--- src/rtl/tetris_pkg.sv ---
// Shared Tetris definitions: piece encodings, grid/preview geometry and spawn location.
// A preview cell holds piece type + 1, so 0 always means empty.
package tetris_pkg;

    typedef enum logic [2:0] {
        PIECE_I = 3'd0,
        PIECE_O = 3'd1,
        PIECE_T = 3'd2,
        PIECE_S = 3'd3,
        PIECE_Z = 3'd4,
        PIECE_J = 3'd5,
        PIECE_L = 3'd6
    } piece_e;

    localparam logic [7:0] NEXT_PIECE_BASE_ADDR = 8'd240;
    localparam int         PREVIEW_W            = 3;
    localparam int         PREVIEW_CELLS        = 12;
    localparam int         FIELD_W              = 10;
    localparam logic [7:0] SPAWN_BASE_ADDR      = 8'd4;

    function automatic logic [2:0] cell_to_type(input logic [2:0] cell_lsbs);
        return cell_lsbs - 3'd1;
    endfunction

endpackage

--- src/rtl/preview_to_field_addr.sv ---
// Combinational map of a row-major preview index to its playfield address at the spawn point.
// Zero latency; the 8-bit result wraps modulo 256.
module preview_to_field_addr
    import tetris_pkg::*;
(
    input  logic [3:0] idx,
    output logic [7:0] field_addr
);

    logic [3:0] row;
    logic [3:0] col;

    always_comb begin
        row        = idx / 4'(PREVIEW_W);
        col        = idx % 4'(PREVIEW_W);
        field_addr = SPAWN_BASE_ADDR + 8'(row) * 8'(FIELD_W) + 8'(col);
    end

endmodule

--- src/rtl/next_piece_loader.sv ---
// Loads the next piece from the grid preview region into playfield spawn addresses; start->loaded is 14 cycles
// (26 with NEXT_PIECE_LOADER_CLEAR_EN, which also wipes the preview). No backpressure: start is ignored while busy.
module next_piece_loader
    import tetris_pkg::*;
(
    input  logic       clk,
    input  logic       rst,
    input  logic       start,
    output logic       busy,
    output logic       loaded,
    output logic       error,
    output logic [7:0] mem_addr,
    output logic       mem_we,
    output logic [7:0] mem_wdata,
    input  logic [7:0] mem_rdata,
    output logic [2:0] piece_type,
    output logic [7:0] piece_addr_1,
    output logic [7:0] piece_addr_2,
    output logic [7:0] piece_addr_3,
    output logic [7:0] piece_addr_4
);

    localparam logic [2:0] ST_IDLE  = 3'd0;
    localparam logic [2:0] ST_READ  = 3'd1;
    localparam logic [2:0] ST_DRAIN = 3'd2;
    localparam logic [2:0] ST_DONE  = 3'd3;
`ifdef NEXT_PIECE_LOADER_CLEAR_EN
    localparam logic [2:0] ST_CLEAR = 3'd4;
`endif

    localparam logic [3:0] LAST_IDX = 4'(PREVIEW_CELLS - 1);

    logic [2:0]      state_q, state_d;
    logic [3:0]      k_q, k_d;
    logic            cap_vld_q, cap_vld_d;
    logic [3:0]      cap_idx_q, cap_idx_d;
    logic [2:0]      found_q, found_d;
    logic [7:0]      first_q, first_d;
    logic            err_q, err_d;
    logic [2:0]      type_q, type_d;
    logic [3:0][7:0] addr_q, addr_d;
    logic [7:0]      cell_addr;

    preview_to_field_addr u_map (
        .idx        (cap_idx_q),
        .field_addr (cell_addr)
    );

    always_comb begin
        state_d   = state_q;
        k_d       = k_q;
        found_d   = found_q;
        first_d   = first_q;
        err_d     = err_q;
        type_d    = type_q;
        addr_d    = addr_q;
        cap_vld_d = (state_q == ST_READ);
        cap_idx_d = k_q;

        // cap_* tags the read issued last cycle, which is what mem_rdata carries now
        if (cap_vld_q && (mem_rdata != 8'd0)) begin
            if (found_q < 3'd4) begin
                addr_d[found_q[1:0]] = cell_addr;
            end
            if (found_q == 3'd0) begin
                type_d  = cell_to_type(mem_rdata[2:0]);
                first_d = mem_rdata;
            end else if (mem_rdata != first_q) begin
                err_d = 1'b1;
            end
            if (mem_rdata > 8'd7) begin
                err_d = 1'b1;
            end
            if (found_q != 3'd5) begin
                found_d = found_q + 3'd1;
            end
        end

        case (state_q)
            ST_IDLE: begin
                if (start) begin
                    state_d = ST_READ;
                    k_d     = 4'd0;
                    found_d = 3'd0;
                    first_d = 8'd0;
                    err_d   = 1'b0;
                    type_d  = 3'd0;
                    addr_d  = '0;
                end
            end
            ST_READ: begin
                k_d = k_q + 4'd1;
                if (k_q == LAST_IDX) begin
                    state_d = ST_DRAIN;
                    k_d     = 4'd0;
                end
            end
            ST_DRAIN: begin
`ifdef NEXT_PIECE_LOADER_CLEAR_EN
                state_d = ST_CLEAR;
`else
                state_d = ST_DONE;
`endif
                // the shape check must already be reflected in error while loaded is high
                if (found_d != 3'd4) begin
                    err_d = 1'b1;
                end
            end
`ifdef NEXT_PIECE_LOADER_CLEAR_EN
            ST_CLEAR: begin
                k_d = k_q + 4'd1;
                if (k_q == LAST_IDX) begin
                    state_d = ST_DONE;
                    k_d     = 4'd0;
                end
            end
`endif
            ST_DONE: begin
                state_d = ST_IDLE;
            end
            default: begin
                state_d = ST_IDLE;
            end
        endcase
    end

    always_ff @(posedge clk) begin
        if (rst) begin
            state_q   <= ST_IDLE;
            k_q       <= 4'd0;
            cap_vld_q <= 1'b0;
            cap_idx_q <= 4'd0;
            found_q   <= 3'd0;
            first_q   <= 8'd0;
            err_q     <= 1'b0;
            type_q    <= 3'd0;
            addr_q    <= '0;
        end else begin
            state_q   <= state_d;
            k_q       <= k_d;
            cap_vld_q <= cap_vld_d;
            cap_idx_q <= cap_idx_d;
            found_q   <= found_d;
            first_q   <= first_d;
            err_q     <= err_d;
            type_q    <= type_d;
            addr_q    <= addr_d;
        end
    end

    always_comb begin
        busy      = (state_q != ST_IDLE);
        loaded    = (state_q == ST_DONE);
        mem_wdata = 8'd0;
`ifdef NEXT_PIECE_LOADER_CLEAR_EN
        mem_we    = (state_q == ST_CLEAR);
        mem_addr  = ((state_q == ST_READ) || (state_q == ST_CLEAR)) ?
                    (NEXT_PIECE_BASE_ADDR + 8'(k_q)) : 8'd0;
`else
        mem_we    = 1'b0;
        mem_addr  = (state_q == ST_READ) ? (NEXT_PIECE_BASE_ADDR + 8'(k_q)) : 8'd0;
`endif
        error        = err_q;
        piece_type   = type_q;
        piece_addr_1 = addr_q[0];
        piece_addr_2 = addr_q[1];
        piece_addr_3 = addr_q[2];
        piece_addr_4 = addr_q[3];
    end

endmodule

--- config.mk ---
export PLATFORM = sky130hd
export DESIGN_NAME = next_piece_loader
export DESIGN_NICKNAME = d
export VERILOG_FILES = /design/src/rtl/tetris_pkg.sv /design/src/rtl/preview_to_field_addr.sv /design/src/rtl/next_piece_loader.sv
export SDC_FILE = /design/constraint.sdc
export NUM_CORES = 1
export LEC_CHECK = 0
export BUFFER_PORTS_ARGS = -buffer_cell sky130_fd_sc_hd__clkbuf_2
export CAP_MARGIN = 10
export CORE_ASPECT_RATIO = 1.1
export CORE_UTILIZATION = 49
export CTS_CLUSTER_SIZE = 12
export DETAILED_ROUTE_END_ITERATION = 8
export PLACE_DENSITY = 0.83
export SYNTH_ARGS = -nofsm -noshare
export SYNTH_HDL_FRONTEND = slang
export SYNTH_SLANG_ARGS = --single-unit
export TNS_END_PERCENT = 5
--- constraint.sdc ---
create_clock -name clk -period 3.3 [get_ports clk]
set_clock_uncertainty 0.15 [all_clocks]
set_input_delay 0.495 -clock clk [delete_from_list [all_inputs] [get_ports clk]]
set_output_delay 0.495 -clock clk [all_outputs]
set_load 0.02 [all_outputs]
== After elaboration in Yosys (flattened, before gate mapping) ==
Cells that the tools add are included.

* Logic and storage cells: 76
* Output and inout bits: 55
* Input port bits: 11
* Bits in registers: 59

* $add $sub $neg: 6
* $mul: 1
* Mux-type cells: 33
* Divide/modulo/power cells: 2
* Reductions and logical operators: 9
* Magnitude comparators: 4
* Equality and inequality tests: 9

{| class="wikitable"
|+ Operators by type and width
! kind !! number
|-
| 32-bit 2-to-1 mux || 4
|-
| 8-bit 2-to-1 mux || 6
|-
| 32-bit bitwise mux || 1
|-
| 3-bit 2-to-1 mux || 10
|-
| 8-bit demux with 2-bit select || 1
|-
| 3-bit one-hot mux with 3 select lines || 1
|-
| 3-bit by 8-bit adder with 8-bit output, first input constant || 1
|-
| 8-bit by 4-bit adder with 8-bit output || 1
|-
| 8-bit by 3-bit > comparator with 1-bit output, second input constant || 1
|-
| 4-bit 2-to-1 mux || 2
|-
| 8-bit inequality test || 1
|-
| 4-bit one-hot mux with 2 select lines || 1
|-
| 8-bit nonzero test || 1
|-
| 4-bit by 3-bit multiplier with 7-bit output, second input constant || 1
|-
| 5-bit by 5-bit adder with 6-bit output, first input constant || 1
|-
| 3-bit by 2-bit == test with 1-bit output, second input constant || 2
|-
| 3-bit zero test || 2
|-
| 1-bit 2-to-1 mux || 6
|-
| 3-bit inequality test, second input constant || 2
|-
| 4-bit by 1-bit adder with 4-bit output, second input constant || 1
|-
| 4-bit by 2-bit divider with 4-bit output, second input constant || 1
|-
| 4-bit == test, second input constant || 1
|-
| 4-bit by 2-bit modulo with 4-bit output, second input constant || 1
|-
| 2-bit AND reduction || 2
|-
| 12 further kinds || 13
|}

== Logic depth before layout (Yosys ltp) ==
Gate-level depths: netlist of the first run.

* Word-level depth: 9
* Mapped depth: 21

== Hierarchy ==
A second synthesis of the first run with hierarchy kept.

* Cells, all modules: 336
* Area, all modules: 3039.2 µm²

{| class="wikitable"
|+ Modules (own cells, without submodules)
! module !! area each (µm²) !! times used !! cells an instance
|-
| next_piece_loader || 2595.0 || 1 || 281
|-
| preview_to_field_addr || 444.2 || 1 || 55
|}

== Worst setup path before layout of the first run ==
OpenSTA, ideal clock, no wires.

* Path kind: register -> register
* Start: reg cap_idx_q[3]
* End: reg addr_q, in the netlist piece_addr_1[6]
* Setup slack: -325 ps
* Data arrival time: 3340 ps
* Setup time: 135 ps
* Required time: 3015 ps
* Cell stages (with the launch flop): 21
* Cell sequence: dfxtp_1 -> nand2b_1 -> inv_1 -> ha_1 -> inv_1 -> ha_1 -> buf_2 -> o211ai_1 -> o21ai_0 -> ha_1 -> inv_1 -> o211a_1 -> buf_6 -> inv_1 -> ha_1 -> ha_1 -> fa_1 -> a21oi_1 -> nor2b_1 -> xnor2_1 -> a211oi_1

* Word-level cells in the longest chain between the ends: 9

{| class="wikitable"
|+ Ends and longest elaborated chain
! element !! RTL line !! source
|-
| start, declared || next_piece_loader.sv:36 || <nowiki>logic [3:0] cap_idx_q, cap_idx_d;</nowiki>
|-
| start signal, assigned || next_piece_loader.sv:142 || <nowiki>cap_idx_q <= cap_idx_d;</nowiki>
|-
| 4-bit by 2-bit divider with 4-bit output || preview_to_field_addr.sv:14 || <nowiki>row = idx / 4'(PREVIEW_W);</nowiki>
|-
| 4-bit by 3-bit multiplier with 7-bit output || preview_to_field_addr.sv:16 || <nowiki>field_addr = SPAWN_BASE_ADDR + 8'(row) * 8'(FIELD_W) + 8'(col);</nowiki>
|-
| 3-bit by 8-bit adder with 8-bit output || preview_to_field_addr.sv:16 ||
|-
| 8-bit by 4-bit adder with 8-bit output * || preview_to_field_addr.sv:16 ||
|-
| 32-bit bitwise mux * || next_piece_loader.sv:63 || <nowiki>addr_d[found_q[1:0]] = cell_addr;</nowiki>
|-
| 32-bit 2-to-1 mux * || next_piece_loader.sv:62 || <nowiki>if (found_q < 3'd4) begin</nowiki>
|-
| 32-bit 2-to-1 mux * || next_piece_loader.sv:61 || <nowiki>if (cap_vld_q && (mem_rdata != 8'd0)) begin</nowiki>
|-
| 32-bit 2-to-1 mux || next_piece_loader.sv:81 || <nowiki>if (start) begin</nowiki>
|-
| 32-bit 2-to-1 mux * || next_piece_loader.sv:79 || <nowiki>case (state_q)</nowiki>
|-
| end signal, assigned || next_piece_loader.sv:147 || <nowiki>addr_q <= addr_d;</nowiki>
|-
| end, declared || next_piece_loader.sv:41 || <nowiki>logic [3:0][7:0] addr_q, addr_d;</nowiki>
|}

Every way passes the cells marked *; elsewhere a longest branch is shown, timed or not.
A chain may end at the register's enable or synchronous reset.

== Final worst setup path of the first run ==
Ends and elaborated chain as after synthesis.

==> run summary, run 1 <==
Non-Filler Instances: 503
Met3 global-route usage: 4.30%
VDD IR-drop max: 0.234 mV
Worst Hold End: first_q[1]
Post-synth EDFFs: 0
Post-DP HPWL: 5010 um
Vias in the first global route: 2501
Status: complete, no violations
Yosys top cell by area: dfxtp_1
Max-cap violations: 0
Setup TNS: 0 ps
P&R area growth vs syn: 21.9%
Final Slew Violations: 0
Placed Area: 3450 um2
Cells after Synth: 360
First-pass GRT wire length: 11400 um
Global-route usage over all layers: 22.3%
Final hold vios: 0
Unrepaired setup endpoints after global routing: yes
Hold Buf Count CTS: 0
Async S/R FF share, synth: 0%
Diodes inserted: 0
Leakage: 1.59 nW
Via count: 2641
Die ar.: 6580 um2
Tmin final: 3280 ps
Die height: 85.0 um
Largest net degree at the start of global routing: 24
CP endpoint kind: flip-flop
IO Port Bufs: 56
Met2 Usage GRT: 38.8%
Die W: 77.5 um
Initial Util: 51.9%
Std-Cell Rows: 29
CTS max path bufs: 2
Post-synth cell types: 44
Met1 Track Usage GR: 24.3%
Worst hold slack: 253 ps
Yosys warns: 0
Vias per inst: 5.25
Core area: 5910 um2
GR peak layer: met2
Seq/Total Area, Yosys: 37.8%
Routed WL: 7020 um
Nets: 456
Worst endpoint required time: 3370 ps
CTS Buf Count: 9
Antenna violations before repair: 0
Cell Area, Synth: 3070 um2
Crit share post-route: 99.4%
Layout cells sized above 1: 29.6%
Placer Congestion: 0.829
Cell area after layout: 3740 um2
Grt ovf: 0
Hold Path Depth: 3
Critical R2R Capture: piece_addr_1[6]
R2r setup slk: 20 ps
DRC Markers: 0
Cells taking the most area after synthesis: dfxtp_1 (38%), ha_1 (9.4%), nand2_1 (7.1%), a21oi_1 (5.7%), buf_4 (3.7%)
Root buf cell: clkbuf_8
HP Class: primary input to flip-flop
Clock slew at reported path FFs: 70 ps
Final-report setup violation count: 0
Startpoint types: flip-flop
Antenna viol nets, final: 0
Iter 0 DRT Violations: 95
Syn avg cell area: 8.53 um2
Power Total: 1.97 mW
CTS tree: yes
Clk sinks: 58
FF-to-FF Start: cap_idx_q[3]
CTS H-tree depth: 3
Worst slew pin tran: 964 ps
Skew-Pair Late Insertion Delay: 340 ps
Worst slew margin: 35.7%
Startpoint of the worst hold path: mem_rdata[1]
IO Pins: 66
Dominant synthesized flop cell: dfxtp_1
Pwr dens: 527 nW/um2
DP Cell Count: 486
Critical Path Fanout Max: 7
Fillers: 489
Critical path arrival: 3350 ps
Max Clock Freq: 305 MHz
Reg2reg path depth: 18
Post-synth top area share: 37.8%
Initial DRT Pass Iterations: 4
Kind of critical path: flip-flop to flip-flop
#FFs+latches synth: 58
WL per Instance: 14.0 um
[how the worst max path moves through the flow]
stage | from | end | slack (ps) | depth (start not counted)
2_1_floorplan | cap_idx_q[3] | piece_addr_1[6] | -150 | 20
3_3_place_gp | cap_idx_q[3] | piece_addr_4[6] | -70 | 16
3_5_place_dp | cap_idx_q[3] | piece_addr_3[5] | -240 | 19
4_1_cts | cap_idx_q[3] | piece_addr_4[6] | -30 | 18
5_1_grt | cap_idx_q[3] | piece_addr_3[6] | -110 | 19
6_report | cap_idx_q[3] | piece_addr_1[6] | 20 | 18
[where the power goes]
group | internal (mW) | switching (mW) | total [mW]
Combinational | 0.181 | 0.339 | 0.519
Clock | 0.385 | 0.279 | 0.665
Sequential | 0.747 | 0.0421 | 0.789
Total | 1.31 | 0.660 | 1.97
[layout by cell type, fill, tap and decap left out, types with 3 or more instances in the layout]
master | synthesis | routed
and2_1 | 10 | 10
and2_4 | 4 | 4
xnor2_1 | 9 | 7
or4_1 | 4 | 4
ha_1 | 23 | 15
clkbuf_8 | 0 | 11
nor2_1 | 28 | 27
o21ai_1 | 0 | 5
inv_1 | 16 | 12
a211oi_1 | 10 | 9
buf_4 | 15 | 15
conb_1 | 1 | 9
nand3_1 | 12 | 12
inv_2 | 0 | 3
nand2b_1 | 6 | 5
dfxtp_1 | 58 | 56
nand2_1 | 58 | 58
clkinv_2 | 0 | 3
nor2b_1 | 6 | 5
a21oi_1 | 35 | 33
xor2_1 | 8 | 8
ha_4 | 0 | 7
nand4_1 | 5 | 5
clkbuf_2 | 0 | 56
mux2i_1 | 3 | 3
[stage by stage]
stage                     setup slack (ps)  utilization (%)
final                                 18.8             63.3
after global placement               -67.6             58.3
after global routing                  -105             63.3
after detailed placement              -239             58.3
after CTS                            -25.7             62.8
after floorplan                       -148                -
[logic make-up after synthesis]
| group | after synthesis | synth area share [%] |
|---|---|---|
| muxes | 4 | 1.35 |
| other | 1 | 0.122 |
| DFF | 58 | 37.8 |
| and+or+nand+nor | 145 | 23.1 |
| adders and majority gates | 24 | 10.0 |
| AOI/OAI and AO/OA | 66 | 13.7 |
| buffers and inverters | 45 | 9.09 |
| xor gates and xnor gates | 17 | 4.85 |
[final cells by class]
cell class / instances / area, um2 / share of cell area [%]
Clock buffer: 11 / 151 / 4.05
Clock inverter: 5 / 52.6 / 1.40
Inverter: 16 / 62.6 / 1.67
Multi-Input combinational cell: 265 / 1820 / 48.7
Sequential cell: 58 / 1160 / 31.1
Tap cell: 77 / 96.3 / 2.57
Timing Repair Buffer: 71 / 393 / 10.5
[registers in the layout, indices dropped and copies added (netlist names)]
| signal | cells |
|---|---|
| piece_type | 3 |
| cap_vld_q | 1 |
| cap_idx_d | 4 |
| piece_addr_3 | 8 |
| first_q | 8 |
| found_q | 3 |
| error | 1 |
| piece_addr_1 | 8 |
| piece_addr_2 | 8 |
| cap_idx_q | 4 |
| state_q | 2 |
| piece_addr_4 | 8 |
[cell usage after synthesis, drive strengths merged (2+ instances only)]
| cell | instances |
|---|---|
| dfxtp | 58 |
| nand2 | 58 |
| a21oi | 35 |
| nor2 | 28 |
| buf | 23 |
| ha | 23 |
| inv | 16 |
| and2 | 14 |
| nand3 | 12 |
| a211oi | 11 |
| xnor2 | 9 |
| xor2 | 8 |
| clkbuf | 6 |
| nand2b | 6 |
| nor2b | 6 |
| o21ai | 6 |
| nand4 | 5 |
| or4 | 4 |
| mux2i | 3 |
| o211ai | 3 |
| a21boi | 2 |
| a21o | 2 |
| nand3b | 2 |
| nor3 | 2 |
| nor4 | 2 |
| o211a | 2 |
| o21a | 2 |
| or2 | 2 |
[routing by layer]
| metal | part of all wire [%] | up-vias |
|---|---|---|
| met5 | 0 | - |
| met4 | 3.4 | 0 |
| met3 | 4.6 | 20 |
| met2 | 51 | 88 |
| met1 | 41 | 1218 |
| li1 | - | 1315 |
[critical path, stage by stage (launching register included)]
cell,delay [ps]
dfxtp_2,320
nand2b_4,140
inv_2,60
ha_4,110
inv_2,40
ha_4,170
o211ai_1,80
o21ai_1,120
ha_2,210
inv_2,60
o211a_4,180
mux2_4,310
ha_4,160
ha_4,150
fa_2,350
a21oi_2,160
nor2b_2,70
xnor2_2,220
a211oi_1,110
[timing repair]
item / in CTS / in global routing
pin swaps: 11 / 2
gates resized for setup: 14 / 7
endpoints found under the setup margin: 16 / 16
buffers inserted: 1 / 0
(Power assumes the default switching activity.)
==> inputs of run 2 (changes only) <==
==> constraint.sdc (replaced) <==
create_clock -name clk -period 2.87 [get_ports clk]
set_clock_uncertainty 0.15 [all_clocks]
set_input_delay 0.4305 -clock clk [delete_from_list [all_inputs] [get_ports clk]]
set_output_delay 0.4305 -clock clk [all_outputs]
set_load 0.02 [all_outputs]
==> run summary, run 2 (same netlist as run 1, synthesis figures left out) <==
CP endpoint kind: flip-flop
Global-route usage over all layers: 22.9% (+0.56 points)
CP Buf/Inv Count: 3 (unchanged)
Via count: 2644 (+0.11%)
Die W: 77.5 um (unchanged)
CTS tree: yes
Util after Layout: 65.5% (+2.2 points)
Post-DP HPWL: 4970 um (-0.77%)
IO Pins: 66 (unchanged)
Cell area after layout: 3870 um2 (+3.4%)
HP Class: primary input to flip-flop
Tmin final: 3320 ps (+42.5 ps)
Worst endpoint required time: 2970 ps (-400 ps)
Kind of critical path: flip-flop to flip-flop
Leakage: 1.65 nW (+4.0%)
Layout cells sized above 1: 32.4% (+2.8 points)
Hold Buf Count CTS: 0 (unchanged)
Final hold vios: 0 (unchanged)
Max-cap violations: 0 (unchanged)
Unrepaired setup endpoints after global routing: yes
Crit path largest cell delay: 370 ps (+20 ps)
P&R area growth vs syn: 26.1%
FF-to-FF Start: cap_idx_q[3]
Non-Filler Instances: 512 (+1.8%)
Initial DRT Pass Iterations: 4 (unchanged)
Critical path arrival: 3420 ps (+70 ps)
Std-Cell Rows: 29 (unchanged)
Vias in the first global route: 2531 (+1.2%)
CTS Buf Count: 9 (unchanged)
Critical R2R Capture: piece_addr_4[6]
Initial Util: 51.9% (unchanged)
Hold Path Depth: 3 (unchanged)
Startpoint of the worst hold path: mem_rdata[1]
First-pass GRT wire length: 11600 um (+1.9%)
Cells along the critical path: nand2b_4 > inv_2 > ha_4 > inv_2 > ha_4 > o211ai_1 > o21ai_1 > ha_2 > inv_2 > o211a_4 > mux2_4 > ha_4 > ha_4 > fa_2 > a21oi_2 > nor2b_2 > xnor2_2 > a211oi_1
Failing checks: setup timing
Root buf cell: clkbuf_8
Antenna viol nets, final: 0 (unchanged)
Die height: 85.0 um (unchanged)
DP Cell Count: 494 (+1.6%)
Final-report setup violation count: 20 (+20)
WL per Instance: 13.8 um (-0.82%)
Routed WL: 7090 um (+0.95%)
CP dominant cell by count: ha_4
Worst Hold End: first_q[1]
Placer Congestion: 0.817 (-1.5%)
Cell family with most CP delay: adder cells
IO Port Bufs: 56 (unchanged)
Most frequent cells in the layout: nand2_1 (58), dfxtp_1 (56), clkbuf_2 (56)
Worst slew margin: 66.6% (+31 points)
Max Clock Freq: 301 MHz (-1.3%)
Clk sinks: 58 (unchanged)
Critical Path Fanout Max: 6 (-1)
Final Slew Violations: 0 (unchanged)
Slowest CP cell: fa_2
Worst hold slack: 189 ps (-64.3 ps)
Commonest non-fill, non-tap cell in the layout: nand2_1
Status: complete, but fails checks
Core area: 5910 um2 (unchanged)
Vias per inst: 5.16 (-1.6%)
CTS H-tree depth: 3 (unchanged)
Skew-Pair Late Insertion Delay: 340 ps (about the same)
Crit share post-route: 116% (+16 points)
R2r setup slk: -450 ps (-470 ps)
Worst slew pin tran: 496 ps (-468 ps)
Power Total: 2.40 mW (+22%)
Largest net degree at the start of global routing: 23 (-4.2%)
Antenna violations before repair: 0 (unchanged)
CTS max path bufs: 2 (unchanged)
Final worst slack: -454 ps (-473 ps)
Die ar.: 6580 um2 (unchanged)
VDD IR-drop max: 0.361 mV (+54%)
Grt ovf: 0 (unchanged)
Startpoint types: flip-flop
DRC Markers: 0 (unchanged)
Diodes inserted: 0 (unchanged)
Placed Area: 3510 um2 (+1.7%)
Nets: 465 (+2.0%)
Iter 0 DRT Violations: 99 (+4.2%)
Reg2reg path depth: 18 (unchanged)
Pwr dens: 620 nW/um2 (+18%)
Clock slew at reported path FFs: 70 ps (about the same)
## run 2: changes by cell type in the layout (fill, tap and decap cells not counted), sizes merged
cell    before  now
clkinv       3    1
buf         15   24
bufinv       1    2
clkbuf      67   68
## run 2: worst min-delay path: stages
cell and delay (ps):
clkbuf_2 100, nand2_1 50, a21oi_1 50
## run 2: report_power, final
part	switching (mW)	internal, mW
combinational	0.398	0.222
clock	0.318	0.558
sequential	0.0467	0.859
total	0.762	1.64
## run 2: worst max-delay path by stage
| stage | startpoint | to | cells past startpoint |
|---|---|---|---|
| floorplan | cap_idx_q[3] | piece_addr_1[6] | 20 |
| global placement | cap_idx_q[3] | piece_addr_1[5] | 19 |
| detailed placement | cap_idx_q[3] | piece_addr_2[5] | 19 |
| CTS | cap_idx_q[3] | piece_addr_1[6] | 18 |
| global route | cap_idx_q[3] | piece_addr_4[6] | 19 |
| finish | cap_idx_q[3] | piece_addr_4[6] | 18 |
## run 2: cell type report
cell class	instances	area (um2)
fill	468	2040
tap	77	96.3
clock inverter	4	72.6
clock buffer	12	165
timing repair buffer	80	460
sequential	58	1160
inverter	16	60.1
multi-input combinational	265	1850
## run 2: per-stage QoR
stage,setup TNS [ps],setup slack (ps)
floorplan,-9300,-578
global placement,-7630,-475
detailed placement,-10100,-612
CTS,-6150,-397
global route,-8850,-605
finish,-6290,-454
## run 2: repair_timing
item | 4_1_cts | 5_1_grt
setup buffers | 2 | 0
resized for setup | 17 | 10
gates cloned | 0 | 0
pin swaps | 14 | 4
endpoints found under the setup margin | 20 | 20
## run 2: layer usage
metal	part of all wire [%]	track usage, %	vias up
met4	2.8	11.5	0
met3	3.9	5.81	18
met1	41	24.8	1230
met5	0	0	-
li1	-	-	1329
met2	52	41.1	67
==> inputs of run 3 (changes only) <==
==> constraint.sdc (replaced) <==
create_clock -name clk -period 2.91 [get_ports clk]
set_clock_uncertainty 0.15 [all_clocks]
set_input_delay 0.4365 -clock clk [delete_from_list [all_inputs] [get_ports clk]]
set_output_delay 0.4365 -clock clk [all_outputs]
set_load 0.02 [all_outputs]
==> run summary, run 3 (same netlist as run 1, synthesis figures left out) <==
Status: complete, but fails checks
Failing checks: setup timing
Cell area after layout: 3830 um2 (-1.0%)
Diodes inserted: 0 (unchanged)
Global-route usage over all layers: 22.3% (-0.57 points)
Antenna viol nets, final: 0 (unchanged)
CTS H-tree depth: 3 (unchanged)
VDD IR-drop max: 0.335 mV (-7.1%)
Worst endpoint required time: 2980 ps (about the same)
CP endpoint: piece_addr_3[6]
Placed Area: 3510 um2 (unchanged)
Hold Buf Count CTS: 0 (unchanged)
Via count: 2671 (+1.0%)
Critical R2R Capture: piece_addr_3[6]
Largest net degree at the start of global routing: 24 (+4.3%)
Pre-CTS setup slack: -571 ps (+40.6 ps)
Startpoint types: flip-flop
IO Port Bufs: 56 (unchanged)
Most frequent cells in the layout: nand2_1 (58), dfxtp_1 (56), clkbuf_2 (56)
WL per Instance: 13.4 um (-3.2%)
Initial Util: 51.9% (unchanged)
Switching Fraction: 32.6% (+0.87 points)
Clock slew at reported path FFs: 60 ps (about the same)
Final hold vios: 0 (unchanged)
Critical path arrival: 3400 ps (-20 ps)
Combinational power share: 26.6% (+0.8 points)
Commonest non-fill, non-tap cell in the layout: nand2_1
First-pass GRT wire length: 11300 um (-2.0%)
Max Clock Freq: 300 MHz (-0.23%)
Kind of critical path: flip-flop to flip-flop
DP Cell Count: 494 (unchanged)
Util after Layout: 64.8% (-0.66 points)
Pwr dens: 606 nW/um2 (-2.3%)
Die height: 85.0 um (unchanged)
Setup TNS: -5910 ps (+376 ps)
Skew-Pair Late Insertion Delay: 340 ps (about the same)
DRC Markers: 0 (unchanged)
Sequential Power Share: 38.5% (+0.8 points)
Grt ovf: 0 (unchanged)
Reg2reg path depth: 16 (-2)
Tmin final: 3330 ps (+7.76 ps)
Vias per inst: 5.22 (+1.0%)
Internal Power: 1.56 mW (-4.5%)
Antenna violations before repair: 0 (unchanged)
Nets: 465 (unchanged)
Die W: 77.5 um (unchanged)
Initial DRT Pass Iterations: 4 (unchanged)
R2r setup slk: -420 ps (+30 ps)
FF-to-FF Start: cap_idx_q[3]
CP endpoint kind: flip-flop
Core area: 5910 um2 (unchanged)
Switching power: 757 uW (-0.65%)
Placer Congestion: 0.816 (-0.18%)
P&R area growth vs syn: 24.9%
Post-DP HPWL: 4990 um (+0.45%)
Worst slew margin: 64.6% (-2.0 points)
Final Slew Violations: 0 (unchanged)
IO Pins: 66 (unchanged)
HP Class: primary input to flip-flop
Unrepaired setup endpoints after global routing: yes
Worst slew pin tran: 526 ps (+29.7 ps)
Critical Path Start: cap_idx_q[3]
Clock share of power: 35.0% (-1.5 points)
Critical Path Fanout Max: 4 (-2)
Worst hold slack: 193 ps (+4.36 ps)
Leakage: 1.65 nW (about the same)
CTS Buf Count: 9 (unchanged)
Layout cells sized above 1: 31.5% (-0.92 points)
Crit share post-route: 114% (-1.3 points)
CTS tree: yes
Iter 0 DRT Violations: 92 (-7.1%)
Die ar.: 6580 um2 (unchanged)
Max-cap violations: 0 (unchanged)
Power Total: 2.32 mW (-3.3%)
Root buf cell: clkbuf_8
Fillers: 469 (+0.21%)
Final-report setup violation count: 20 (unchanged)
Final worst slack: -421 ps (+32.2 ps)
Non-Filler Instances: 512 (unchanged)
Routed WL: 6860 um (-3.2%)
Vias in the first global route: 2584 (+2.1%)
Std-Cell Rows: 29 (unchanged)
CTS max path bufs: 2 (unchanged)
Clk sinks: 58 (unchanged)
==> run 3: repair_timing <==
action / 4_1_cts / 5_1_grt
setup buffers: 2 / 0
endpoints found under the hold margin: 0 / 0
setup endpoints to repair: 20 / 20
resized for setup: 16 / 7
pin swaps: 13 / 3
==> run 3: power groups by stage <==
stage | sequential [mW] | combinational, mW | clock (mW)
final | 0.893 | 0.617 | 0.812
after global routing | 0.900 | 0.676 | 0.857
after CTS | 0.892 | 0.613 | 0.822
after detailed placement | 0.910 | 0.600 | 0
after global placement | 0.906 | 0.585 | 0
after floorplan | 0.920 | 0.477 | 0
==> run 3: critical path, cell delays in order, from the launching register on <==
cell and delay (ps):
dfxtp_2 320, nand2b_4 130, inv_2 60, ha_4 110, inv_2 30, ha_4 250, or2_4 100, o211a_1 200
o211a_1 220, mux2_4 320, ha_4 160, ha_4 150, fa_2 370, a21oi_2 170, nor2b_2 70, xnor2_2 270
a211oi_1 110
==> run 3: layer usage <==
metal	part of all wire, %	vias up	track usage (%)
li1	-	1333	-
met5	0	-	0
met1	42	1248	24.1
met3	4.0	16	4.52
met4	2.8	0	13.9
met2	52	74	39.8
==> run 3: area by class of cell <==
| cell class | instances | area [um2] | share of cell area, % |
|---|---|---|---|
| tap | 77 | 96.3 | 2.51 |
| clock inverter | 6 | 80.1 | 2.09 |
| timing repair buffer | 80 | 460 | 12.0 |
| multi-input combinational | 265 | 1830 | 47.9 |
| inverter | 16 | 60.1 | 1.57 |
| clock buffer | 10 | 138 | 3.59 |
| sequential | 58 | 1160 | 30.4 |
==> run 3: worst min path at each step <==
stage	from	end	slack, ps	cells after the start
after floorplan	first_q[2]	first_q[2]	300	2
after global placement	piece_addr_3[3]	piece_addr_3[3]	290	2
after detailed placement	piece_addr_2[2]	piece_addr_2[2]	300	2
after CTS	mem_rdata[1]	first_q[1]	190	3
after global routing	mem_rdata[1]	first_q[1]	210	3
final	mem_rdata[1]	first_q[1]	190	3
